--- src/rtl/uart_rx.sv ---
// 8N1 UART receiver: two-flop input synchroniser, mid-bit start validation,
// centre sampling of data/stop bits, one-cycle valid / framing-error strobes.
module uart_rx #(
   parameter int unsigned CLKS_PER_BIT = 5208,
   parameter int unsigned HALF_BIT     = CLKS_PER_BIT / 2
) (
   input  logic       clk,
   input  logic       rstn,
   input  logic       serial_dat_in,
   output logic [7:0] data_out,
   output logic       data_valid,
   output logic       frame_err,
   output logic       receiving
);

   localparam int unsigned CW = (CLKS_PER_BIT > 1) ? $clog2(CLKS_PER_BIT) : 1;
   localparam logic [CW-1:0] HALF_M1 = CW'(HALF_BIT - 1);
   localparam logic [CW-1:0] FULL_M1 = CW'(CLKS_PER_BIT - 1);

   typedef enum logic [2:0] {
      IDLE  = 3'd0,
      START = 3'd1,
      DATA  = 3'd2,
      STOP  = 3'd3,
      BREAK = 3'd4
   } state_t;

   state_t        state_q, state_d;
   logic          sync_q;
   logic          rx_s_q;
   logic [CW-1:0] cnt_q, cnt_d;
   logic [2:0]    idx_q, idx_d;
   logic [7:0]    shift_q, shift_d;
   logic [7:0]    data_q, data_d;
   logic          dv_q, dv_d;
   logic          fe_q, fe_d;

   always_ff @(posedge clk) begin
      if (!rstn) begin
         sync_q  <= 1'b1;
         rx_s_q  <= 1'b1;
         state_q <= IDLE;
         cnt_q   <= '0;
         idx_q   <= '0;
         shift_q <= '0;
         data_q  <= '0;
         dv_q    <= 1'b0;
         fe_q    <= 1'b0;
      end else begin
         sync_q  <= serial_dat_in;
         rx_s_q  <= sync_q;
         state_q <= state_d;
         cnt_q   <= cnt_d;
         idx_q   <= idx_d;
         shift_q <= shift_d;
         data_q  <= data_d;
         dv_q    <= dv_d;
         fe_q    <= fe_d;
      end
   end

   always_comb begin
      state_d = state_q;
      cnt_d   = cnt_q + CW'(1);
      idx_d   = idx_q;
      shift_d = shift_q;
      data_d  = data_q;
      dv_d    = 1'b0;
      fe_d    = 1'b0;
      case (state_q)
         IDLE: begin
            cnt_d = '0;
            if (!rx_s_q) state_d = START;
         end
         START: begin
            if (cnt_q == HALF_M1) begin
               cnt_d = '0;
               if (!rx_s_q) begin
                  state_d = DATA;
                  idx_d   = '0;
               end else begin
                  state_d = IDLE;
               end
            end
         end
         DATA: begin
            if (cnt_q == FULL_M1) begin
               cnt_d   = '0;
               shift_d = {rx_s_q, shift_q[7:1]};
               if (idx_q == 3'd7) state_d = STOP;
               else               idx_d   = idx_q + 3'd1;
            end
         end
         STOP: begin
            if (cnt_q == FULL_M1) begin
               cnt_d = '0;
               if (rx_s_q) begin
                  data_d  = shift_q;
                  dv_d    = 1'b1;
                  state_d = IDLE;
               end else begin
                  fe_d    = 1'b1;
                  state_d = BREAK;
               end
            end
         end
         BREAK: begin
            // a line held low must rise before a new start bit can be seen
            if (rx_s_q) begin
               cnt_d   = '0;
               state_d = IDLE;
            end
         end
         default: begin
            cnt_d   = '0;
            state_d = IDLE;
         end
      endcase
   end

   assign data_out   = data_q;
   assign data_valid = dv_q;
   assign frame_err  = fe_q;
   assign receiving  = (state_q != IDLE);

endmodule
--- config.mk ---
export PLATFORM = sky130hd
export DESIGN_NAME = uart_rx
export DESIGN_NICKNAME = d
export VERILOG_FILES = /design/src/rtl/uart_rx.sv
export SDC_FILE = /design/constraint.sdc
export NUM_CORES = 1
export LEC_CHECK = 0
export CAP_MARGIN = 20
export CORE_AREA = 2 2 128 68
export DETAILED_ROUTE_END_ITERATION = 8
export DIE_AREA = 0 0 130 70
export PLACE_DENSITY_LB_ADDON = 0.1
export SYNTH_ARGS = -nofsm -noshare
export SYNTH_HDL_FRONTEND = slang
export SYNTH_SLANG_ARGS = --single-unit
--- constraint.sdc ---
create_clock -name clk -period 1.8 [get_ports clk]
set_input_delay 0.36 -clock clk [delete_from_list [all_inputs] [get_ports clk]]
set_output_delay 0.36 -clock clk [all_outputs]
set_load 0.03 [all_outputs]
==> results.sh, run 1 <==
export IMPL_status="completed"
export IMPL_power_density_mw_per_mm2=794
export IMPL_endpoint_kind="primary output"
export IMPL_root_buffer="clkbuf_16"
export IMPL_crit_path_max_fanout=2
export IMPL_place_congestion=0.788
export IMPL_seq_area_frac_synth=0.420
export IMPL_layout_min_cycle_time_ns=1.75
export IMPL_clk_pin_slew_worst_paths_ns=0.06
export IMPL_start_util=0.227
export IMPL_leakagePower_nw=0.759
export IMPL_worstSkewPairLatency_ns=0.29
export IMPL_dp_hpwl_mm=3.50
export IMPL_reg2reg_from="cnt_q[1]$_SDFF_PN0_"
export IMPL_critical_path_max_stage_delay_ns=0.43
export IMPL_synth_edf_count=0
export IMPL_cts_buffers=5
export IMPL_synthArstFlopShare=0
export IMPL_crit_family="simple AND/OR/NAND/NOR gates"
export IMPL_crit_buf_inv=1
export IMPL_dieArea_mm2=0.00910
export IMPL_fmaxAchievable_mhz=572
export IMPL_antenna_left=0
export IMPL_critical_path_cell_chain="or3_1, clkdlybuf4s15_1"
export IMPL_setup_viol=0
export IMPL_yosys_area_top_type="dfxtp_1"
export IMPL_vias=1506
export IMPL_hold_ws_ns=0.408
export IMPL_layout_setup_ws_ns=0.0519
export IMPL_min_period_over_period=0.971
export IMPL_grt_pass1_vias=1408
export IMPL_grt_pass1_wl_mm=7.90
export IMPL_avgSynthCellArea_um2=9.07
export IMPL_antenna_found_initial=0
export IMPL_tritoncts="done"
export IMPL_cpMaxStageDelayCell="or3_1"
export IMPL_worst_hold_path_type="reg2reg"
export IMPL_io_pins=14
export IMPL_regArea_um2=781
export IMPL_grt_max_degree=24
export IMPL_hold_viol_final=0
export IMPL_syn_to_final_growth_pct=26.4
export IMPL_pre_cts_slack_ns=0.0772
export IMPL_placement_rows=24
export IMPL_synth_cell_types=41
export IMPL_core_area_mm2=0.00820
export IMPL_synthTopCellsByArea="dfxtp_1 (42%), nand3_1 (7.3%), a21boi_0 (6.5%)"
export IMPL_yosys_warnings=0
export IMPL_drt_first_pass_iters=4
export IMPL_cap_violations=0
export IMPL_dp_cells=335
export IMPL_htreeDepth=2
export IMPL_synth_most_common_cell="dfxtp_1"
export IMPL_cp_required_ns=1.44
export IMPL_startpoint="state_q[0]$_SDFFE_PN0P_"
export IMPL_syn_area_mm2=0.00186
export IMPL_clkSinkCount=39
export IMPL_wl_per_cell_um=13.9
export IMPL_arrival_ns=1.39
export IMPL_diodes=0
export IMPL_die_w_um=130
export IMPL_grt_usage=0.117
export IMPL_syn_num_nets=211
export IMPL_synthTopCellsByCount="dfxtp_1 (39), nand3_1 (27), o21ai_0 (17), a21boi_0 (16), nor3_1 (14)"
export IMPL_fillers=873
export IMPL_slew_headroom=0.748
export IMPL_finalMaxSlewViolations=0
export IMPL_syn_inst=205
export IMPL_max_slew_worst_pin_slew_ns=0.375
export IMPL_postCtsSetupRepairBufs=0
export IMPL_fin_skew_ns=0.00775
export IMPL_synth_top_cell_area_share=0.420
export IMPL_post_route_util=0.287
export IMPL_drt_iter0_drc=67
export IMPL_crit_type="reg2out"
export IMPL_clockBufferDepth=2
export IMPL_drt_wl_total_mm=4.78
export IMPL_startpoint_type="flop"
export IMPL_grt_ovfl_total=0
export IMPL_final_nets=231
export IMPL_hp_start="sync_q$_SDFF_PN1_"
export IMPL_layout_cells_non_filler=343
export IMPL_die_y_um=70
export IMPL_vias_per_cell=4.39
export IMPL_postCtsHoldBufs=0
export IMPL_numPortBuffers=13
export IMPL_peakVddDrop_mv=0.313
export IMPL_ys_flop_type="dfxtp_1"
export IMPL_multi_input_area_um2=977
export IMPL_route_detailed_drc=0
export IMPL_grt_setup_unrepaired="true"
export IMPL_fin_tns_setup_ns=0
export IMPL_drive_gt1_frac=0.150
export IMPL_synth_ff_latch_count=39
-- per-stage QoR --
step,power (W),instance area (um2)
after floorplan,0.000913,1860
after global placement,0.000933,2170
after detailed placement,0.000932,2170
after CTS,0.00191,2330
after global routing,0.00194,2350
final,0.00187,2350
-- kinds of logic (layout without fill, tap and decap cells) --
kind of cell | Yosys count | after routing | share of synthesized area
xor gates and xnor gates | 11 | 11 | 0.0518
muxes | 1 | 1 | 0.00538
DFF | 39 | 39 | 0.420
adders and majority gates | 3 | 3 | 0.0202
buffers and inverters | 20 | 41 | 0.0612
and+or+nand+nor | 83 | 83 | 0.270
AOI/OAI and AO/OA | 48 | 48 | 0.172
-- report_power, final --
group / total [W] / internal [W] / switching [W]
combinational: 0.0000436 / 0.0000198 / 0.0000237
sequential: 0.000868 / 0.000866 / 0.00000237
clock: 0.000954 / 0.000589 / 0.000364
total: 0.00187 / 0.00148 / 0.000390
-- area by class of cell --
| type | count | area share |
|---|---|---|
| flip-flops and latches | 39 | 0.332 |
| repair buffers | 29 | 0.115 |
| inverters | 4 | 0.00639 |
| clock buffers | 7 | 0.0650 |
| well taps | 117 | 0.0623 |
| multi-input cells | 146 | 0.416 |
| clock inverters | 1 | 0.00319 |
-- routing by layer --
| metal | track usage | up-vias | wire length (um) |
|---|---|---|---|
| met3 | 0.0391 | 5 | 207 |
| li1 | - | 792 | - |
| met2 | 0.121 | 25 | 1450 |
| met5 | 0 | - | 0 |
| met1 | 0.200 | 684 | 3080 |
| met4 | 0.0418 | 0 | 51 |
-- worst paths after layout --
check                              to  slack [ns]  depth (start not counted)
setup reg to reg  cnt_q[8]$_SDFF_PN0_        0.12                          6
hold / removal      rx_s_q$_SDFF_PN1_        0.41                          1
setup / recovery            receiving        0.05                          2
hold reg to reg     rx_s_q$_SDFF_PN1_        0.41                          1
-- sequential cells by signal (all words and copies together) (netlist names) --
| name | flops |
|---|---|
| sync_q | 1 |
| shift_q | 8 |
| frame_err | 1 |
| idx_q | 3 |
| rx_s_q | 1 |
| data_valid | 1 |
| cnt_q | 13 |
| data_out | 8 |
| state_q | 3 |
-- what timing repair did --
action / 4_1_cts / 5_1_grt
endpoints found under the setup margin: 1 / 25
pin swaps: 0 / 0
gates cloned: 0 / 0
gates resized for setup: 1 / 7
-- layout by cell type (no fill, tap or decap), types with 3 or more instances in the layout --
cell type,instances
nand2_1,7
nand3_1,27
xor2_1,3
o2111ai_1,3
clkbuf_16,5
nor2_1,5
clkdlybuf4s50_1,12
a21oi_1,3
nor3_1,14
inv_1,4
xnor2_1,8
buf_4,13
nor4_1,4
o211ai_1,4
nand4_1,4
and3_1,3
nand2b_1,3
o21ai_0,16
dfxtp_1,39
a21boi_0,16
(Power assumes the default switching activity.)
==> run 2, diff against run 1 <==
--- a/config.mk
+++ b/config.mk
@@ -9,6 +9,7 @@
 export CORE_AREA = 2 2 128 68
 export DETAILED_ROUTE_END_ITERATION = 8
 export DIE_AREA = 0 0 130 70
+export GPL_ROUTABILITY_DRIVEN = 0
 export PLACE_DENSITY_LB_ADDON = 0.1
 export SYNTH_ARGS = -nofsm -noshare
 export SYNTH_HDL_FRONTEND = slang
==> results of run 2 <==
Final layout, timing and power as in run 1 (identical DEF).
